File: src/rtl/aipp_pkg.sv
// Shared AIPP definitions: link opcode, beat field positions, descriptor and FSM types.
// The far-end parser imports the same opcode and field constants.
package aipp_pkg;

  localparam logic [15:0] AIPP_OPCODE = 16'hBEFF;

  localparam int OPC_LSB  = 0;
  localparam int OPC_MSB  = 15;
  localparam int JOB_LSB  = 16;
  localparam int JOB_MSB  = 31;
  localparam int CLS_LSB  = 32;
  localparam int CLS_MSB  = 39;
  localparam int IDX_LSB  = 40;
  localparam int IDX_MSB  = 47;
  localparam int LEAD_LSB = 48;
  localparam int LEAD_MSB = 63;

  typedef struct packed {
    logic [15:0] job_id;
    logic [7:0]  pwr_class;
    logic [15:0] lead_ns;
  } aipp_desc_t;

  typedef enum logic [1:0] {
    ST_IDLE,
    ST_BURST,
    ST_GAP
  } aipp_state_t;

  function automatic logic [63:0] aipp_beat(input aipp_desc_t d, input logic [7:0] idx);
    logic [63:0] b;
    b                    = '0;
    b[OPC_MSB:OPC_LSB]   = AIPP_OPCODE;
    b[JOB_MSB:JOB_LSB]   = d.job_id;
    b[CLS_MSB:CLS_LSB]   = d.pwr_class;
    b[IDX_MSB:IDX_LSB]   = idx;
    b[LEAD_MSB:LEAD_LSB] = d.lead_ns;
    return b;
  endfunction

endpackage

File: src/rtl/aipp_header_tx_if.sv
// Scheduler request channel plus outgoing link beat for the AIPP header generator.
interface aipp_header_tx_if;
  logic        tx_en;
  logic        req_valid;
  logic        req_ready;
  logic [15:0] req_job_id;
  logic [7:0]  req_pwr_class;
  logic [15:0] req_lead_ns;
  logic [63:0] tx_data;
  logic        tx_valid;
  logic        busy;
  logic        burst_done;

  modport master (
    output tx_en, req_valid, req_job_id, req_pwr_class, req_lead_ns,
    input  req_ready, tx_data, tx_valid, busy, burst_done
  );

  modport slave (
    input  tx_en, req_valid, req_job_id, req_pwr_class, req_lead_ns,
    output req_ready, tx_data, tx_valid, busy, burst_done
  );
endinterface

File: src/rtl/aipp_req_fifo.sv
// Two-entry descriptor FIFO; occupancy clears asynchronously, storage is never reset.
module aipp_req_fifo
  import aipp_pkg::*;
(
  input  logic       clk,
  input  logic       rst_n,
  input  logic       push,
  input  logic       pop,
  input  aipp_desc_t wr_data,
  output aipp_desc_t rd_data,
  output logic       full,
  output logic       empty
);

  aipp_desc_t mem [2];
  logic       wr_ptr;
  logic       rd_ptr;
  logic [1:0] count;
  logic       push_ok;
  logic       pop_ok;

  assign full    = (count == 2'd2);
  assign empty   = (count == 2'd0);
  assign push_ok = push && !full;
  assign pop_ok  = pop && !empty;
  assign rd_data = mem[rd_ptr];

  always_ff @(posedge clk or negedge rst_n) begin
    if (!rst_n) begin
      wr_ptr <= 1'b0;
      rd_ptr <= 1'b0;
      count  <= 2'd0;
    end else begin
      if (push_ok) wr_ptr <= ~wr_ptr;
      if (pop_ok)  rd_ptr <= ~rd_ptr;
      count <= count + 2'(push_ok) - 2'(pop_ok);
    end
  end

  always_ff @(posedge clk) begin
    if (push_ok) mem[wr_ptr] <= wr_data;
  end

endmodule

File: src/rtl/aipp_header_tx.sv
// AIPP heavy-job header generator: pops a queued descriptor, emits BEATS opcode-stamped
// beats back to back, then holds the link idle for GAP cycles so the far-end parser resets.
module aipp_header_tx
  import aipp_pkg::*;
#(
  parameter int BEATS = 9,
  parameter int GAP   = 2
) (
  input  logic              clk,
  input  logic              rst_n,
  aipp_header_tx_if.slave   bus
);

  localparam logic [7:0] LAST_BEAT = 8'(BEATS - 1);
  localparam logic [7:0] LAST_GAP  = 8'(GAP - 1);

  aipp_state_t state;
  logic [7:0]  beat_cnt;
  logic [7:0]  gap_cnt;
  aipp_desc_t  fifo_head;
  aipp_desc_t  hold_q;
  aipp_desc_t  req_desc;
  logic        fifo_full;
  logic        fifo_empty;
  logic        pop;

  assign req_desc      = '{job_id: bus.req_job_id, pwr_class: bus.req_pwr_class,
                           lead_ns: bus.req_lead_ns};
  assign bus.req_ready = !fifo_full;
  assign pop           = (state == ST_IDLE) && !fifo_empty && bus.tx_en;

  aipp_req_fifo u_fifo (
    .clk     (clk),
    .rst_n   (rst_n),
    .push    (bus.req_valid),
    .pop     (pop),
    .wr_data (req_desc),
    .rd_data (fifo_head),
    .full    (fifo_full),
    .empty   (fifo_empty)
  );

  always_ff @(posedge clk) begin
    if (pop) hold_q <= fifo_head;
  end

  // beat_cnt tracks the index of the beat currently on tx_data; beat 0 is built
  // straight from the FIFO head so it leaves on the cycle after the pop.
  always_ff @(posedge clk or negedge rst_n) begin
    if (!rst_n) begin
      state          <= ST_IDLE;
      beat_cnt       <= 8'd0;
      gap_cnt        <= 8'd0;
      bus.tx_data    <= '0;
      bus.tx_valid   <= 1'b0;
      bus.busy       <= 1'b0;
      bus.burst_done <= 1'b0;
    end else begin
      case (state)
        ST_IDLE: begin
          if (pop) begin
            state          <= ST_BURST;
            beat_cnt       <= 8'd0;
            bus.tx_data    <= aipp_beat(fifo_head, 8'd0);
            bus.tx_valid   <= 1'b1;
            bus.busy       <= 1'b1;
            bus.burst_done <= (LAST_BEAT == 8'd0);
          end
        end
        ST_BURST: begin
          if (beat_cnt == LAST_BEAT) begin
            state          <= ST_GAP;
            gap_cnt        <= 8'd0;
            bus.tx_data    <= '0;
            bus.tx_valid   <= 1'b0;
            bus.burst_done <= 1'b0;
          end else begin
            beat_cnt       <= beat_cnt + 8'd1;
            bus.tx_data    <= aipp_beat(hold_q, beat_cnt + 8'd1);
            bus.burst_done <= ((beat_cnt + 8'd1) == LAST_BEAT);
          end
        end
        ST_GAP: begin
          if (gap_cnt == LAST_GAP) begin
            state    <= ST_IDLE;
            bus.busy <= 1'b0;
          end else begin
            gap_cnt <= gap_cnt + 8'd1;
          end
        end
        default: begin
          state          <= ST_IDLE;
          bus.tx_data    <= '0;
          bus.tx_valid   <= 1'b0;
          bus.busy       <= 1'b0;
          bus.burst_done <= 1'b0;
        end
      endcase
    end
  end

endmodule

File: src/flat_wrapper.sv
// flat-port wrapper written by rule: the top's interface ports become plain ports
module aipp_header_tx_flat import aipp_pkg::*;
#(
  parameter int BEATS = 9,
  parameter int GAP   = 2
)
  (clk, rst_n, bus_tx_en, bus_req_valid, bus_req_job_id, bus_req_pwr_class, bus_req_lead_ns, bus_req_ready, bus_tx_data, bus_tx_valid, bus_busy, bus_burst_done);
  aipp_header_tx_if bus_i ();
  input  logic clk;
  input  logic rst_n;
  input wire logic [$bits(bus_i.tx_en)-1:0] bus_tx_en;
  input wire logic [$bits(bus_i.req_valid)-1:0] bus_req_valid;
  input wire logic [$bits(bus_i.req_job_id)-1:0] bus_req_job_id;
  input wire logic [$bits(bus_i.req_pwr_class)-1:0] bus_req_pwr_class;
  input wire logic [$bits(bus_i.req_lead_ns)-1:0] bus_req_lead_ns;
  output wire logic [$bits(bus_i.req_ready)-1:0] bus_req_ready;
  output wire logic [$bits(bus_i.tx_data)-1:0] bus_tx_data;
  output wire logic [$bits(bus_i.tx_valid)-1:0] bus_tx_valid;
  output wire logic [$bits(bus_i.busy)-1:0] bus_busy;
  output wire logic [$bits(bus_i.burst_done)-1:0] bus_burst_done;
  assign bus_i.tx_en = bus_tx_en;
  assign bus_i.req_valid = bus_req_valid;
  assign bus_i.req_job_id = bus_req_job_id;
  assign bus_i.req_pwr_class = bus_req_pwr_class;
  assign bus_i.req_lead_ns = bus_req_lead_ns;
  assign bus_req_ready = bus_i.req_ready;
  assign bus_tx_data = bus_i.tx_data;
  assign bus_tx_valid = bus_i.tx_valid;
  assign bus_busy = bus_i.busy;
  assign bus_burst_done = bus_i.burst_done;
  aipp_header_tx #(.BEATS(BEATS), .GAP(GAP)) u_core (.clk(clk), .rst_n(rst_n), .bus(bus_i));
endmodule
File: config.mk
export PLATFORM = sky130hd
export DESIGN_NAME = aipp_header_tx_flat
export DESIGN_NICKNAME = d
export VERILOG_FILES = /design/src/rtl/aipp_pkg.sv /design/src/rtl/aipp_header_tx_if.sv /design/src/rtl/aipp_req_fifo.sv /design/src/rtl/aipp_header_tx.sv /design/src/flat_wrapper.sv
export SDC_FILE = /design/constraint.sdc
export NUM_CORES = 1
export LEC_CHECK = 0
export BUFFER_PORTS_ARGS = -buffer_cell sky130_fd_sc_hd__buf_2
export CORE_MARGIN = 2
export CORE_UTILIZATION = 64
export CTS_BUF_LIST = sky130_fd_sc_hd__clkbuf_2 sky130_fd_sc_hd__clkbuf_4 sky130_fd_sc_hd__clkbuf_8
export CTS_CLUSTER_SIZE = 12
export DETAILED_ROUTE_END_ITERATION = 8
export PLACE_DENSITY_LB_ADDON = 0.2
export SETUP_SLACK_MARGIN = 0.15
export SYNTH_ARGS = -nofsm -noshare
export SYNTH_HDL_FRONTEND = slang
export SYNTH_SLANG_ARGS = --single-unit
File: constraint.sdc
create_clock -name clk -period 9.08 [get_ports clk]
set_clock_uncertainty 0.05 [all_clocks]
set_input_delay 0.908 -clock clk [delete_from_list [all_inputs] [get_ports clk]]
set_output_delay 0.908 -clock clk [all_outputs]
set_load 0.03 [all_outputs]
==> flow_summary.toml <==
[worst_setup_path]
crit_start = "u_core.state[0]"
cp.depth = 7
ff2ff_path_depth = 7
critPathKind = "reg2reg"
cp_slowest_cell = "ha_2"
startpoint_type = "register"
r2r_slack_ns = 6.01
cp_max_fo = 45
path_cells = "inv_1, ha_2, inv_2, nor2_4, buf_4, o21ai_4, o21ai_1"
worst-path-buf-inv = 3
worstSetupEndpoint = "u_core.bus.tx_data[50]"
slowest_delay_ns = 0.82
cp-end-kind = "register"
rr_startpoint = "u_core.state[0]"
cp.arrival_ns = 3.40
cp.required_ns = 9.41
r2r_end = "u_core.bus.tx_data[50]"
critPathTopFamily = "buffers and inverters"

[clocking]
htreeDepth = 4
cts_setup_buffers = 0
cts_tree = "done"
cts.hold.buffers_added = 0
cts_root_buffer = "clkbuf_8"
cts.sinks = 194
clk_pin_slew_worst_paths_ns = 0.09
clk_latency_ns = 0.46
clock_path_buffers = 2
cts_buffers = 17
postCtsResizedCells = 0

[synthesis]
ys_types = 52
synth-main-ff-cell = "edfxtp_1"
synth_cells = 555
yosysSeqAreaShare_pct = 69.1
postSynthAreaPerCell_um2 = 14.2
synth_edf_count = 120
yosys_register_bits = 194
synthArstFlopShare_pct = 38.1
syn_area_mm2 = 0.00790
synth_warnings = 0

[power_and_ir_drop]
p_sw_mw = 1.32
power_frac_seq_pct = 43.7
comb_power_share_pct = 40.0
p_per_area_mw_per_mm2 = 363
leakagePower_nw = 3.52
p_int_mw = 1.89
p_clk_share_pct = 16.3
max-vdd-ir-drop_mv = 0.282
p_sw_share_pct = 41.1

[global_routing]
grtUsageMet2_pct = 39.3
gr-usage-met3_pct = 6.85
antenna_found_initial = 0
grt_pass1_vias = 4787
grt_max_degree = 75
grt_pass1_wl_um = 23800
grt_busiest_layer = "met2"
grt_usage_pct = 23.8
met1_usage_pct = 30.9
overflow = 0

[sta]
relSlewSlack_pct = 17.7
hold_violations = 0
worstMarginPinSlew_ns = 1.23
rsz0062_at_grt = "no"
setup_viol = 0
fin_crit_sh_pct = 33.8
maxSlewViolCount = 0
max_freq_mhz = 326
period_needed_ns = 3.07
fin_tns_setup_ns = 0

[final_layout]
stdcell_count = 804
areaGrowthSynthToFinish_pct = 11.7
finalInstanceArea_mm2 = 0.00883
final_util_pct = 73.5
diodes = 0
mostFrequentLayoutCell = "edfxtp_1"
final_cell_mix = "120 x edfxtp_1, 108 x buf_2, 73 x dfrtp_1, 62 x nand2_1"
drive_gt1_share_pct = 31.1
fillCellCount = 805
final_nets = 699

[floorplanning]
die_width_um = 115
core_area_mm2 = 0.0120
ios = 112
dieArea_mm2 = 0.0132
row_count = 40
initial_utilization_pct = 65.8
die-height_um = 115

[drt]
first_pass_iters = 6
drtIter0Drc = 372
finalWirelength_um = 14900
vias = 4805
drc_errors = 0
via_per_inst = 5.98
routedWlPerCell_um = 18.6
detail-route-antenna-nets = 0

[min_path]
hold_path.class = "reg2reg"

[placed_design]
placed_cell_area_mm2 = 0.00845
place_hpwl_um = 9750
placed_cells_incl_taps = 772
place_congestion = 0.836
portBuffers = 109

[outcome]
outcome = "finished, final reports clean"

[flow_run]
maxCapViolCount = 0
## power groups by stage
stage | clock network [mW] | logic (mW) | registers (mW)
6_report | 0.522 | 1.28 | 1.40
5_1_grt | 0.567 | 1.40 | 1.43
4_1_cts | 0.531 | 1.29 | 1.40
3_5_place_dp | 0 | 1.29 | 1.42
3_3_place_gp | 0 | 1.23 | 1.41
2_1_floorplan | 0 | 0.866 | 1.51
## worst min-delay path by stage
stage          slack [ns]  cells after the start                      to              startpoint
2_1_floorplan        0.41                      1    u_core.u_fifo.wr_ptr    u_core.u_fifo.wr_ptr
6_report             0.44                      2  u_core.bus.tx_data[44]  u_core.bus.tx_data[44]
3_5_place_dp         0.42                      2  u_core.bus.tx_data[44]  u_core.bus.tx_data[44]
4_1_cts              0.45                      2  u_core.bus.tx_data[18]  u_core.bus.tx_data[18]
3_3_place_gp         0.41                      2  u_core.bus.tx_data[63]  u_core.bus.tx_data[63]
5_1_grt              0.47                      2  u_core.bus.tx_data[16]  u_core.bus.tx_data[16]
## through the flow
| stage | hold WS (ns) | power [mW] | setup WS (ns) |
|---|---|---|---|
| final | 0.443 | 3.20 | 6.01 |
| after detailed placement | 0.424 | 2.71 | 6.00 |
| after floorplan | 0.411 | 2.37 | 5.45 |
| after global routing | 0.474 | 3.39 | 5.78 |
| after global placement | 0.412 | 2.64 | 6.14 |
| after CTS | 0.447 | 3.23 | 5.99 |
## synth_stat cells (7+ instances only)
cell type	count	area, um^2
ha_1	11	138
inv_1	11	41.3
dfrtp_1	74	1850
o21ai_0	13	65.1
nor3_1	7	35.0
buf_2	9	45.0
buf_4	19	143
o21ai_1	44	220
a22oi_1	40	300
nand3_1	17	85.1
nand2_1	62	233
nor2_1	9	33.8
mux2_2	43	484
edfxtp_1	120	3600
clkbuf_1	14	52.6
a22o_1	8	70.1
## sequential cells by signal, summed over array words and instances, names as in the netlist
| name | count |
|---|---|
| u_core.beat_cnt | 8 |
| u_core.bus.burst_done | 1 |
| u_core.bus.busy | 1 |
| u_core.bus.tx_data | 49 |
| u_core.bus.tx_valid | 1 |
| u_core.gap_cnt | 8 |
| u_core.hold_q | 40 |
| u_core.state | 2 |
| u_core.u_fifo.count | 2 |
| u_core.u_fifo.mem | 80 |
| u_core.u_fifo.rd_ptr | 1 |
| u_core.u_fifo.wr_ptr | 1 |
## worst min-delay path: cells and delay by family, from the launching register on
family          cells  cell delay (ns)
compound gates      1             0.06
simple gates        1             0.05
flops               1             0.35
## per-layer routing
| metal | up-vias | wire length, um |
|---|---|---|
| li1 | 2226 | - |
| met1 | 2415 | 6310 |
| met2 | 150 | 7590 |
| met3 | 14 | 826 |
| met4 | 0 | 200 |
| met5 | - | 0 |
## final cells by class
class	instances	area (um^2)	area share, %
clock inverter	14	133	1.50
tap	147	184	2.08
sequential	194	5460	61.8
clock buffer	18	241	2.74
inverter	12	45.0	0.510
timing repair buffer	112	571	6.46
multi-input combinational	307	2200	24.9
## kinds of logic after synthesis
logic type	synth area share, %
other	0.0475
muxes	6.13
adders and majority gates	1.74
AOI/OAI and AO/OA	11.4
DFF	69.1
xor gates and xnor gates	0.887
and+or+nand+nor	6.99
buffers and inverters	3.75
No activity file was read; power rests on OpenSTA's default activity.
